--- src/rtl/dc_dispatch_queue_if.sv ---
// Issue-side bus of the decode/dispatch queue: head entry of the queue
// toward IS under a valid/ready handshake.
interface dc_dispatch_queue_if #(
    parameter int XLEN   = 32,
    parameter int PREG_W = 7,
    parameter int ROB_W  = 3,
    parameter int LQ_W   = 2,
    parameter int SQ_W   = 2
);
    logic              DC_valid;
    logic              IS_ready;
    logic [XLEN-1:0]   DC_out_pc;
    logic [31:0]       DC_out_inst;
    logic [XLEN-1:0]   DC_out_imm;
    logic [4:0]        DC_out_op;
    logic [2:0]        DC_out_f3;
    logic [6:0]        DC_out_f7;
    logic [PREG_W-1:0] DC_out_P_rs1;
    logic [PREG_W-1:0] DC_out_P_rs2;
    logic [PREG_W-1:0] DC_out_P_rd;
    logic [ROB_W-1:0]  DC_out_rob_idx;
    logic [LQ_W-1:0]   DC_out_LQ_tail;
    logic [SQ_W-1:0]   DC_out_SQ_tail;
    logic [2:0]        DC_out_fu_sel;
    logic              DC_out_jump;

    // queue side
    modport master (
        output DC_valid, DC_out_pc, DC_out_inst, DC_out_imm, DC_out_op,
               DC_out_f3, DC_out_f7, DC_out_P_rs1, DC_out_P_rs2, DC_out_P_rd,
               DC_out_rob_idx, DC_out_LQ_tail, DC_out_SQ_tail, DC_out_fu_sel,
               DC_out_jump,
        input  IS_ready
    );

    // issue side
    modport slave (
        input  DC_valid, DC_out_pc, DC_out_inst, DC_out_imm, DC_out_op,
               DC_out_f3, DC_out_f7, DC_out_P_rs1, DC_out_P_rs2, DC_out_P_rd,
               DC_out_rob_idx, DC_out_LQ_tail, DC_out_SQ_tail, DC_out_fu_sel,
               DC_out_jump,
        output IS_ready
    );
endinterface

--- src/rtl/dc_dispatch_queue.sv ---
// Decode stage plus a DEPTH-entry in-order queue between rename/dispatch
// and issue. Decodes the fetch slot combinationally, enqueues it with its
// rename/ROB/LSQ tags, and redirects early on not-predicted JALs.
module dc_dispatch_queue #(
    parameter int DEPTH  = 4,
    parameter int XLEN   = 32,
    parameter int PREG_W = 7,
    parameter int ROB_W  = 3,
    parameter int LQ_W   = 2,
    parameter int SQ_W   = 2
) (
    input  logic                       clk,
    input  logic                       rst,
    // fetch slot
    input  logic                       IF_valid,
    output logic                       DC_ready,
    input  logic [XLEN-1:0]            DC_in_pc,
    input  logic [31:0]                DC_in_inst,
    input  logic                       DC_in_jump,
    // rename / ROB / LSU allocation
    output logic [5:0]                 A_rs1,
    output logic [5:0]                 A_rs2,
    output logic [5:0]                 A_rd,
    output logic                       allocate_rd,
    input  logic [PREG_W-1:0]          P_rs1,
    input  logic [PREG_W-1:0]          P_rs2,
    input  logic [PREG_W-1:0]          P_rd_new,
    input  logic [ROB_W-1:0]           DC_rob_idx,
    input  logic                       rob_ready,
    input  logic [LQ_W-1:0]            LQ_tail,
    input  logic [SQ_W-1:0]            SQ_tail,
    input  logic                       ld_ready,
    input  logic                       st_ready,
    output logic                       decode_valid,
    // control
    input  logic                       mispredict,
    input  logic                       stall,
    output logic                       DC_mispredict,
    output logic [XLEN-1:0]            DC_redirect_pc,
    // issue side
    dc_dispatch_queue_if.master        is_bus,
    output logic [$clog2(DEPTH):0]     DC_count
);
    localparam int PW = $clog2(DEPTH);
    localparam int CW = PW + 1;

    localparam logic [4:0] OP_LOAD   = 5'b00000;
    localparam logic [4:0] OP_FLOAD  = 5'b00001;
    localparam logic [4:0] OP_IMM    = 5'b00100;
    localparam logic [4:0] OP_AUIPC  = 5'b00101;
    localparam logic [4:0] OP_STORE  = 5'b01000;
    localparam logic [4:0] OP_FSTORE = 5'b01001;
    localparam logic [4:0] OP_R      = 5'b01100;
    localparam logic [4:0] OP_LUI    = 5'b01101;
    localparam logic [4:0] OP_F      = 5'b10100;
    localparam logic [4:0] OP_BRANCH = 5'b11000;
    localparam logic [4:0] OP_JALR   = 5'b11001;
    localparam logic [4:0] OP_JAL    = 5'b11011;
    localparam logic [4:0] OP_CSR    = 5'b11100;

    typedef struct packed {
        logic [XLEN-1:0]   pc;
        logic [31:0]       inst;
        logic [XLEN-1:0]   imm;
        logic [2:0]        fu_sel;
        logic [PREG_W-1:0] prs1;
        logic [PREG_W-1:0] prs2;
        logic [PREG_W-1:0] prd;
        logic [ROB_W-1:0]  rob_idx;
        logic [LQ_W-1:0]   lq_tail;
        logic [SQ_W-1:0]   sq_tail;
        logic              jump;
    } entry_t;

    entry_t          mem [DEPTH];
    logic [PW-1:0]   wr_ptr, rd_ptr;
    logic [CW-1:0]   count;

    logic [4:0]      op;
    logic [31:0]     imm_i, imm_s, imm_b, imm_u, imm_j;
    logic [XLEN-1:0] imm;
    logic [2:0]      fu_sel;
    logic            is_load, is_store, is_branch, is_jal;
    logic            fp_rs1, fp_rs2, fp_rd;
    logic            lsq_ok, push, pop;
    entry_t          new_entry;

    assign op     = DC_in_inst[6:2];
    assign imm_i  = {{20{DC_in_inst[31]}}, DC_in_inst[31:20]};
    assign imm_s  = {{20{DC_in_inst[31]}}, DC_in_inst[31:25], DC_in_inst[11:7]};
    assign imm_b  = {{20{DC_in_inst[31]}}, DC_in_inst[7], DC_in_inst[30:25],
                     DC_in_inst[11:8], 1'b0};
    assign imm_u  = {DC_in_inst[31:12], 12'h000};
    assign imm_j  = {{12{DC_in_inst[31]}}, DC_in_inst[19:12], DC_in_inst[20],
                     DC_in_inst[30:21], 1'b0};

    // Immediate and functional-unit select by instruction format
    always_comb begin
        imm    = '0;
        fu_sel = 3'd0;
        case (op)
            OP_IMM, OP_LOAD, OP_FLOAD, OP_JALR: imm = XLEN'($signed(imm_i));
            OP_STORE, OP_FSTORE:                imm = XLEN'($signed(imm_s));
            OP_BRANCH:                          imm = XLEN'($signed(imm_b));
            OP_JAL:                             imm = XLEN'($signed(imm_j));
            OP_LUI, OP_AUIPC:                   imm = XLEN'($signed(imm_u));
            OP_CSR:                             imm = XLEN'(DC_in_inst[31:20]);
            default:                            imm = '0;
        endcase
        case (op)
            OP_R:                fu_sel = {2'b00, DC_in_inst[25]};
            OP_F:                fu_sel = 3'd3;
            OP_LOAD, OP_FLOAD:   fu_sel = 3'd6;
            OP_STORE, OP_FSTORE: fu_sel = 3'd7;
            default:             fu_sel = 3'd0;
        endcase
    end

    assign is_load   = (op == OP_LOAD)  || (op == OP_FLOAD);
    assign is_store  = (op == OP_STORE) || (op == OP_FSTORE);
    assign is_branch = (op == OP_BRANCH);
    assign is_jal    = (op == OP_JAL);
    assign fp_rs1    = (op == OP_F);
    assign fp_rs2    = (op == OP_F) || (op == OP_FSTORE);
    assign fp_rd     = (op == OP_F) || (op == OP_FLOAD);

    assign A_rs1       = {fp_rs1, DC_in_inst[19:15]};
    assign A_rs2       = {fp_rs2, DC_in_inst[24:20]};
    assign A_rd        = {fp_rd,  DC_in_inst[11:7]};
    // f0 is a real destination, so the fp flag counts as non-zero
    assign allocate_rd = !(is_store || is_branch) && (A_rd != 6'd0);

    // No bypass: a full queue refuses even when the head pops this cycle
    assign lsq_ok       = (!is_store || st_ready) && (!is_load || ld_ready);
    assign DC_ready     = (count < CW'(DEPTH)) && rob_ready && lsq_ok
                          && !mispredict && !stall;
    assign decode_valid = IF_valid && DC_ready;
    assign push         = decode_valid;
    assign pop          = is_bus.DC_valid && is_bus.IS_ready;

    // A JAL that fetch did not predict is redirected here and then
    // travels as a taken jump
    assign DC_mispredict  = decode_valid && is_jal && !DC_in_jump;
    assign DC_redirect_pc = DC_in_pc + XLEN'($signed(imm_j));

    assign new_entry = '{
        pc:      DC_in_pc,
        inst:    DC_in_inst,
        imm:     imm,
        fu_sel:  fu_sel,
        prs1:    P_rs1,
        prs2:    P_rs2,
        prd:     P_rd_new,
        rob_idx: DC_rob_idx,
        lq_tail: LQ_tail,
        sq_tail: SQ_tail,
        jump:    DC_in_jump || is_jal
    };

    // Queue state: flush beats push/pop, otherwise push at tail, pop at head
    always_ff @(posedge clk or negedge rst) begin
        if (!rst) begin
            wr_ptr <= '0;
            rd_ptr <= '0;
            count  <= '0;
            for (int i = 0; i < DEPTH; i++) mem[i] <= '0;
        end else if (mispredict) begin
            wr_ptr <= '0;
            rd_ptr <= '0;
            count  <= '0;
        end else begin
            if (push) begin
                mem[wr_ptr] <= new_entry;
                wr_ptr      <= wr_ptr + PW'(1);
            end
            if (pop) rd_ptr <= rd_ptr + PW'(1);
            count <= count + CW'(push) - CW'(pop);
        end
    end

    assign DC_count              = count;
    assign is_bus.DC_valid       = (count != '0);
    assign is_bus.DC_out_pc      = mem[rd_ptr].pc;
    assign is_bus.DC_out_inst    = mem[rd_ptr].inst;
    assign is_bus.DC_out_imm     = mem[rd_ptr].imm;
    assign is_bus.DC_out_op      = mem[rd_ptr].inst[6:2];
    assign is_bus.DC_out_f3      = mem[rd_ptr].inst[14:12];
    assign is_bus.DC_out_f7      = mem[rd_ptr].inst[31:25];
    assign is_bus.DC_out_P_rs1   = mem[rd_ptr].prs1;
    assign is_bus.DC_out_P_rs2   = mem[rd_ptr].prs2;
    assign is_bus.DC_out_P_rd    = mem[rd_ptr].prd;
    assign is_bus.DC_out_rob_idx = mem[rd_ptr].rob_idx;
    assign is_bus.DC_out_LQ_tail = mem[rd_ptr].lq_tail;
    assign is_bus.DC_out_SQ_tail = mem[rd_ptr].sq_tail;
    assign is_bus.DC_out_fu_sel  = mem[rd_ptr].fu_sel;
    assign is_bus.DC_out_jump    = mem[rd_ptr].jump;
endmodule

--- src/flat_wrapper.sv ---
// flat-port wrapper written by rule: the top's interface ports become plain ports
module dc_dispatch_queue_flat 
#(
    parameter int DEPTH  = 4,
    parameter int XLEN   = 32,
    parameter int PREG_W = 7,
    parameter int ROB_W  = 3,
    parameter int LQ_W   = 2,
    parameter int SQ_W   = 2
)
  (clk, rst, IF_valid, DC_ready, DC_in_pc, DC_in_inst, DC_in_jump, A_rs1, A_rs2, A_rd, allocate_rd, P_rs1, P_rs2, P_rd_new, DC_rob_idx, rob_ready, LQ_tail, SQ_tail, ld_ready, st_ready, decode_valid, mispredict, stall, DC_mispredict, DC_redirect_pc, DC_count, is_bus_DC_valid, is_bus_DC_out_pc, is_bus_DC_out_inst, is_bus_DC_out_imm, is_bus_DC_out_op, is_bus_DC_out_f3, is_bus_DC_out_f7, is_bus_DC_out_P_rs1, is_bus_DC_out_P_rs2, is_bus_DC_out_P_rd, is_bus_DC_out_rob_idx, is_bus_DC_out_LQ_tail, is_bus_DC_out_SQ_tail, is_bus_DC_out_fu_sel, is_bus_DC_out_jump, is_bus_IS_ready);
  dc_dispatch_queue_if #(.XLEN(XLEN), .PREG_W(PREG_W), .ROB_W(ROB_W), .LQ_W(LQ_W), .SQ_W(SQ_W)) is_bus_i ();
  input  logic clk;
  input  logic rst;
  input  logic IF_valid;
  output logic DC_ready;
  input  logic [XLEN-1:0] DC_in_pc;
  input  logic [31:0] DC_in_inst;
  input  logic DC_in_jump;
  output logic [5:0] A_rs1;
  output logic [5:0] A_rs2;
  output logic [5:0] A_rd;
  output logic allocate_rd;
  input  logic [PREG_W-1:0] P_rs1;
  input  logic [PREG_W-1:0] P_rs2;
  input  logic [PREG_W-1:0] P_rd_new;
  input  logic [ROB_W-1:0] DC_rob_idx;
  input  logic rob_ready;
  input  logic [LQ_W-1:0] LQ_tail;
  input  logic [SQ_W-1:0] SQ_tail;
  input  logic ld_ready;
  input  logic st_ready;
  output logic decode_valid;
  input  logic mispredict;
  input  logic stall;
  output logic DC_mispredict;
  output logic [XLEN-1:0] DC_redirect_pc;
  output logic [$clog2(DEPTH):0] DC_count;
  output wire logic [$bits(is_bus_i.DC_valid)-1:0] is_bus_DC_valid;
  output wire logic [$bits(is_bus_i.DC_out_pc)-1:0] is_bus_DC_out_pc;
  output wire logic [$bits(is_bus_i.DC_out_inst)-1:0] is_bus_DC_out_inst;
  output wire logic [$bits(is_bus_i.DC_out_imm)-1:0] is_bus_DC_out_imm;
  output wire logic [$bits(is_bus_i.DC_out_op)-1:0] is_bus_DC_out_op;
  output wire logic [$bits(is_bus_i.DC_out_f3)-1:0] is_bus_DC_out_f3;
  output wire logic [$bits(is_bus_i.DC_out_f7)-1:0] is_bus_DC_out_f7;
  output wire logic [$bits(is_bus_i.DC_out_P_rs1)-1:0] is_bus_DC_out_P_rs1;
  output wire logic [$bits(is_bus_i.DC_out_P_rs2)-1:0] is_bus_DC_out_P_rs2;
  output wire logic [$bits(is_bus_i.DC_out_P_rd)-1:0] is_bus_DC_out_P_rd;
  output wire logic [$bits(is_bus_i.DC_out_rob_idx)-1:0] is_bus_DC_out_rob_idx;
  output wire logic [$bits(is_bus_i.DC_out_LQ_tail)-1:0] is_bus_DC_out_LQ_tail;
  output wire logic [$bits(is_bus_i.DC_out_SQ_tail)-1:0] is_bus_DC_out_SQ_tail;
  output wire logic [$bits(is_bus_i.DC_out_fu_sel)-1:0] is_bus_DC_out_fu_sel;
  output wire logic [$bits(is_bus_i.DC_out_jump)-1:0] is_bus_DC_out_jump;
  input wire logic [$bits(is_bus_i.IS_ready)-1:0] is_bus_IS_ready;
  assign is_bus_DC_valid = is_bus_i.DC_valid;
  assign is_bus_DC_out_pc = is_bus_i.DC_out_pc;
  assign is_bus_DC_out_inst = is_bus_i.DC_out_inst;
  assign is_bus_DC_out_imm = is_bus_i.DC_out_imm;
  assign is_bus_DC_out_op = is_bus_i.DC_out_op;
  assign is_bus_DC_out_f3 = is_bus_i.DC_out_f3;
  assign is_bus_DC_out_f7 = is_bus_i.DC_out_f7;
  assign is_bus_DC_out_P_rs1 = is_bus_i.DC_out_P_rs1;
  assign is_bus_DC_out_P_rs2 = is_bus_i.DC_out_P_rs2;
  assign is_bus_DC_out_P_rd = is_bus_i.DC_out_P_rd;
  assign is_bus_DC_out_rob_idx = is_bus_i.DC_out_rob_idx;
  assign is_bus_DC_out_LQ_tail = is_bus_i.DC_out_LQ_tail;
  assign is_bus_DC_out_SQ_tail = is_bus_i.DC_out_SQ_tail;
  assign is_bus_DC_out_fu_sel = is_bus_i.DC_out_fu_sel;
  assign is_bus_DC_out_jump = is_bus_i.DC_out_jump;
  assign is_bus_i.IS_ready = is_bus_IS_ready;
  dc_dispatch_queue #(.DEPTH(DEPTH), .XLEN(XLEN), .PREG_W(PREG_W), .ROB_W(ROB_W), .LQ_W(LQ_W), .SQ_W(SQ_W)) u_core (.clk(clk), .rst(rst), .IF_valid(IF_valid), .DC_ready(DC_ready), .DC_in_pc(DC_in_pc), .DC_in_inst(DC_in_inst), .DC_in_jump(DC_in_jump), .A_rs1(A_rs1), .A_rs2(A_rs2), .A_rd(A_rd), .allocate_rd(allocate_rd), .P_rs1(P_rs1), .P_rs2(P_rs2), .P_rd_new(P_rd_new), .DC_rob_idx(DC_rob_idx), .rob_ready(rob_ready), .LQ_tail(LQ_tail), .SQ_tail(SQ_tail), .ld_ready(ld_ready), .st_ready(st_ready), .decode_valid(decode_valid), .mispredict(mispredict), .stall(stall), .DC_mispredict(DC_mispredict), .DC_redirect_pc(DC_redirect_pc), .is_bus(is_bus_i), .DC_count(DC_count));
endmodule
--- config.mk ---
export PLATFORM = sky130hd
export DESIGN_NAME = dc_dispatch_queue_flat
export DESIGN_NICKNAME = d
export VERILOG_FILES = /design/src/rtl/dc_dispatch_queue_if.sv /design/src/rtl/dc_dispatch_queue.sv /design/src/flat_wrapper.sv
export SDC_FILE = /design/constraint.sdc
export NUM_CORES = 1
export LEC_CHECK = 0
export CAP_MARGIN = 5
export CORE_ASPECT_RATIO = 1.1
export CORE_UTILIZATION = 55
export CTS_CLUSTER_SIZE = 24
export DETAILED_ROUTE_END_ITERATION = 10
export PLACE_DENSITY = 0.79
export SLEW_MARGIN = 20
export SYNTH_ARGS = -nofsm -noshare
export SYNTH_HDL_FRONTEND = slang
export SYNTH_SLANG_ARGS = --single-unit
--- constraint.sdc ---
create_clock -name clk -period 3.37 [get_ports clk]
set_clock_uncertainty 0.1 [all_clocks]
set_input_delay 0.337 -clock clk [delete_from_list [all_inputs] [get_ports clk]]
set_output_delay 0.337 -clock clk [all_outputs]
set_load 0.1 [all_outputs]
Yosys cells after proc, flatten, opt, wreduce, memory -nomap -nowiden
Index checks and enable logic that the tools add are counted.
Operators by class
  muxes and demuxes: 13
  $add $sub $neg: 5
  eq/ne operators: 12
  bitwise gates (word level): 3
  reduce and logical (&&, ||, !) cells: 35
  order comparisons: 4
Operators by type and width (count)
  bitwise mux 512 bit: 1
  2-to-1 mux 128 bit: 3
  binary-select mux 128 bit (select 2 bit): 1
  demux 128 bit (select 2 bit): 1
  case mux 32 bit (6 select lines): 1
  adder 32 bit: 1
  equality test 5 bit, second input constant: 5
  equality test 5 x 4 -> 1 bit, second input constant: 4
  case mux 3 bit (4 select lines): 1
  logical AND 1 bit: 11
  equality test 5 x 3 -> 1 bit, second input constant: 2
  logical OR 1 bit: 8
  2-to-1 mux 2 bit: 4
  greater-or-equal comparator 3 bit, second input constant: 2
  logical NOT 1 bit: 6
  inverter 2 -> 3 bit: 2
  nonzero test 6 bit: 1
  OR reduction 2 bit: 3
  equality test 5 x 1 -> 1 bit, second input constant: 1
  logical NOT 5 bit: 1
  adder 2 x 1 -> 2 bit, second input constant: 2
  nonzero test 2 bit: 2
  OR reduction 4 bit: 1
  adder 3 x 1 -> 3 bit: 1
  other kinds (7): 7
Word-level totals
  register bits: 519
  output and inout bits: 201
  word-level logic and storage cells: 119

Longest topological paths before layout
  word-level depth: 12
  depth in mapped cells: 14
  mapped depth without buffers: 12

Least setup slack after synthesis
Ideal clock, no wire load.
  path kind: reg2out
  from: register u_core.count[2] (netlist: u_core.DC_count[2])
  to: output port DC_mispredict
  arrival: 4.728 ns
  data required time: 2.933 ns
  setup slack: -1.795 ns
  cell stages (with the launch flop): 7
  buffers on the path: 1
  cells stage by stage: dfrtp_1 > nor4b_1 > o311a_1 > and2_1 > buf_6 > inv_1 > nor3_1
Between the ends
  longest elaborated chain between the ends: 8
RTL lines
  start, declared: RTL line dc_dispatch_queue.sv:77  | logic [CW-1:0] count;
  start signal, assigned: RTL line dc_dispatch_queue.sv:177  | count <= count + CW'(push) - CW'(pop);
  < comparator 3 bit: RTL line dc_dispatch_queue.sv:135  | assign DC_ready = (count < CW'(DEPTH)) && rob_ready && lsq_ok
  logical AND 1 bit (2 in a row): RTL line dc_dispatch_queue.sv:135
  logical AND 1 bit (2 in a row): RTL line dc_dispatch_queue.sv:136  | && !mispredict && !stall;
  net DC_ready: RTL line flat_wrapper.sv:16  | output logic DC_ready;
  logical AND 1 bit: RTL line dc_dispatch_queue.sv:137  | assign decode_valid = IF_valid && DC_ready;
  net decode_valid: RTL line flat_wrapper.sv:33  | output logic decode_valid;
  logical AND 1 bit (2 in a row): RTL line dc_dispatch_queue.sv:143  | assign DC_mispredict = decode_valid && is_jal && !DC_in_jump;
  end, declared: RTL line flat_wrapper.sv:36  | output logic DC_mispredict;
The timed path passes the listed nets, and every way through them passes these cells.

Final worst setup path
  from: input port DC_in_inst[25]
  to: output port DC_redirect_pc[31]
Between the ends
  longest elaborated chain between the ends: 1
RTL lines
  start, declared: RTL line flat_wrapper.sv:18  | input logic [31:0] DC_in_inst;
  adder 32 bit: RTL line dc_dispatch_queue.sv:144  | assign DC_redirect_pc = DC_in_pc + XLEN'($signed(imm_j));
  end, declared: RTL line flat_wrapper.sv:37  | output logic [XLEN-1:0] DC_redirect_pc;
No other way between the ends.

==> run summary <==
The post-route core utilization came out at 72.0%. VDD sags by at most 0.902 mV. In this run the worst hold path is classified as input port to flip-flop.

Counting every sink on the clock net gives 519. The die extent in x came out at 204 µm. The routed via count is 16813. In this run the static leakage power is 15.1 nW.

The placeable core area is 44400 µm². The worst register-to-register path has a depth of 11. The max-slew violation count came out at 0. The remaining design rule violation count came out at 0. In this run the tightest slew margin relative to its limit is 35.9%. The clock root buffer master is clkbuf_16. The number of placed instances with taps included came out at 2696. The slew at the pin with the worst max-slew slack is 0.959 ns.

The H-tree depth is 2. STA classifies the critical path endpoint as a primary output. The clock slew at the register clock pins of the worst setup and hold paths came out at 0.06 ns. The post-route cell area came out at 31900 µm². The startpoint identified for the worst register-to-register timing path is u_core.DC_count[2]. The global placement routability congestion came out at 0.900. The flop-to-flop setup slack came out at 0.73 ns.

The initial antenna violation count came out at 8. The per-cell via count in the routed design is 6.00. The final period utilization came out at 98.9%.

Setup total negative slack on the finished layout was measured at 0 ns. The number of input and output port buffers inserted is 302. The flop and latch count out of synthesis is 519. The fraction of registers with async set/reset came out at 100%. In the final design database the tool counted 2316 nets. The filler-free cell count of the finished design is 2800.

The synthesized netlist occupies a cell area of 24700 µm². The commonest cells after synthesis are dfrtp_1 (519), mux2_2 (346), nand2_1 (175). The length of the first detailed-routing pass in iterations is 5. The number of buffers on the longest clock path is 3. The flow ran to the end, and the final reports show no timing, DRC or antenna violations. The most frequent cell after synthesis is dfrtp_1. STA classifies the critical path startpoint as an input port. For this design the ratio of total power to cell area is 884 nW/µm². The startpoint identified for the worst hold timing path is DC_in_pc[2].

The number of nets in the synthesized netlist came out at 1938. Timing would allow up to 300 MHz. The data arrival time of the critical path is 2.89 ns.

Entering global routing, the biggest net connects 95 pins. The estimated wirelength of the detail-placed design came out at 44.1 mm. The routed length per placed instance came out at 23.5 µm. The largest total area in the synthesized netlist belongs to dfrtp_1. The area of placed instances is 29700 µm².

Yosys mapped the design onto 59 distinct sky130hd cell types. The fraction of post-synthesis cell area in the top cell type by area came out at 52.6%. The worst hold path was traced through 3 stages. The number of global-route vias before repair came out at 18069. The instance count of the mapped netlist came out at 1798.

The number of buffers created by CTS came out at 51. Setup slack closes at 0.0384 ns. The die outline area came out at 45800 µm². The data required time of the worst path is 2.93 ns. Setup violations remaining at the end of the flow were counted as 0.

Once the floorplan was initialized, standard cells occupied 55.7% of the core. The worst register-to-register path ends at u_core.DC_count[2]. The area added between synthesis and finish is 29.3%. The I/O pin total came out at 303. The first global-routing pass estimated 102 mm of wire. For hold timing, the worst endpoint is u_core.mem[226]. The routed wire length is 65.8 mm. The clock tree from TritonCTS is done. The y dimension of the die came out at 224 µm. At the placement stage, the worst setup path has a slack of -0.442 ns.

The max capacitance violation total is 0. The layout filler cell count came out at 2843. In the post-synthesis netlist, the biggest area contributors are dfrtp_1 (53%), mux2_2 (16%), mux4_2 (12%). The total routing usage reported by global routing is 29.1%. Of all nets on the critical path, the largest fanout is 3. The per-instance average area after synthesis is 13.7 µm². Counting I/O delays and the setup requirement, the final critical path takes 3.33 ns. Setup repair after global routing could not meet its margin everywhere. The placement row count is 81. The number of synthesized flops with an enable pin is 0. The critical path is of the input port to primary output type. The Yosys step of the flow raised 0 warnings. Of the synthesized area, sequential elements account for 52.6%. For the worst-skew pair, the clock arrives at the later sink with an insertion delay of 0.59 ns. The detailed router finished its first iteration with 983 violations. The final number of hold-violating endpoints came out at 0. The most used flip-flop cell after synthesis is dfrtp_1. The post-route antenna net violation count came out at 0. Global routing finished with a remaining overflow of 0.

In the final layout, the share of cells above drive strength 1 is 46.8%.
## cell families (layout without fill, tap and decap cells)
kind of cell               after synthesis  count (layout)  synth area share (%)
and+or+nand+nor                        274             274                  4.98
other                                    0               4                     0
xor gates and xnor gates                32              32                  1.13
muxes                                  494             494                  28.6
buffers and inverters                  171             588                  4.58
DFF                                    519             519                  52.6
adders and majority gates               38              38                  1.98
AOI/OAI and AO/OA                      270             270                  6.16
## worst max-delay path, stage by stage
cell,delay (ns)
dlygate4sd2_1,0.31
ha_1,0.36
a21o_1,0.23
a21oi_4,0.19
a21boi_2,0.10
o41ai_2,0.31
buf_4,0.19
nor3_1,0.05
or3_4,0.42
xnor2_4,0.19
buf_12,0.19
## worst max-delay path by stage
stage	startpoint	endpoint	slack (ns)	depth (start not counted)
global route	DC_in_inst[25]	DC_redirect_pc[31]	-0.05	11
global placement	DC_in_pc[1]	DC_redirect_pc[25]	-0.46	13
detailed placement	DC_in_pc[1]	DC_redirect_pc[31]	-0.44	13
finish	DC_in_inst[25]	DC_redirect_pc[31]	0.04	11
CTS	DC_in_inst[28]	DC_redirect_pc[31]	-0.08	12
floorplan	DC_in_pc[4]	DC_redirect_pc[20]	-0.28	7
## registers in the layout, indices dropped and copies added (netlist names)
| register | flops |
|---|---|
| u_core.DC_count | 3 |
| u_core.mem | 512 |
| u_core.rd_ptr | 2 |
| u_core.wr_ptr | 2 |
## layout by cell type, fill, tap and decap left out, drive strengths merged, types with 4 or more instances in the layout
master | Yosys | routed
xnor2 | 23 | 23
nor2b | 10 | 10
inv | 13 | 15
a21oi | 49 | 49
a21o | 16 | 16
a22oi | 4 | 4
a31oi | 9 | 9
nand3 | 6 | 6
bufinv | 0 | 7
mux2 | 364 | 364
buf | 113 | 378
o21ai | 159 | 159
xor2 | 9 | 9
clkbuf | 45 | 74
clkdlybuf4s50 | 0 | 66
dfrtp | 519 | 519
dlygate4sd2 | 0 | 8
nand4 | 7 | 7
nor2 | 29 | 29
nor3 | 9 | 9
dlymetal6s2s | 0 | 27
nor4b | 4 | 4
mux4 | 128 | 128
and3 | 4 | 4
diode | 0 | 4
clkinv | 0 | 11
o21a | 8 | 8
nand2 | 179 | 179
ha | 36 | 36
and2 | 6 | 6
## timing repair
action	in CTS	in global routing
gates resized for setup	39	68
gates cloned	0	0
hold endpoints to repair	72	0
hold buffers	1	0
pin swaps	6	22
endpoints found under the setup margin	18	14
buffers inserted	0	7
## power breakdown
part	switching (mW)	total [mW]	internal, mW
sequential	0.450	7.39	6.94
clock	2.43	6.04	3.61
combinational	10.3	14.8	4.54
total	13.1	28.2	15.1
## area by class of cell
type	count	area, µm²	share of cell area, %
well taps	581	727	2.28
diodes	4	10.0	0.0313
clock buffers	71	1480	4.64
inverters	13	48.8	0.153
clock inverters	21	304	0.952
flip-flops and latches	519	13000	40.7
multi-input cells	1108	11200	35.0
repair buffers	483	5180	16.2
## per-layer routing
| layer | up-vias | global-route usage [%] | part of all wire (%) |
|---|---|---|---|
| li1 | 7300 | - | - |
| met1 | 8799 | 37.9 | 41 |
| met2 | 574 | 47.4 | 49 |
| met3 | 134 | 7.08 | 6.9 |
| met4 | 6 | 11.0 | 3.4 |
| met5 | - | 0 | 0.068 |
## stage by stage
stage / power [mW] / hold slack (ns)
2_1_floorplan: 18.1 / -0.0586
3_3_place_gp: 22.1 / 0.285
3_5_place_dp: 22.2 / 0.304
4_1_cts: 28.3 / 0.176
5_1_grt: 29.1 / 0.0192
6_report: 28.2 / 0.0206
No activity file was read; power rests on OpenSTA's default activity.
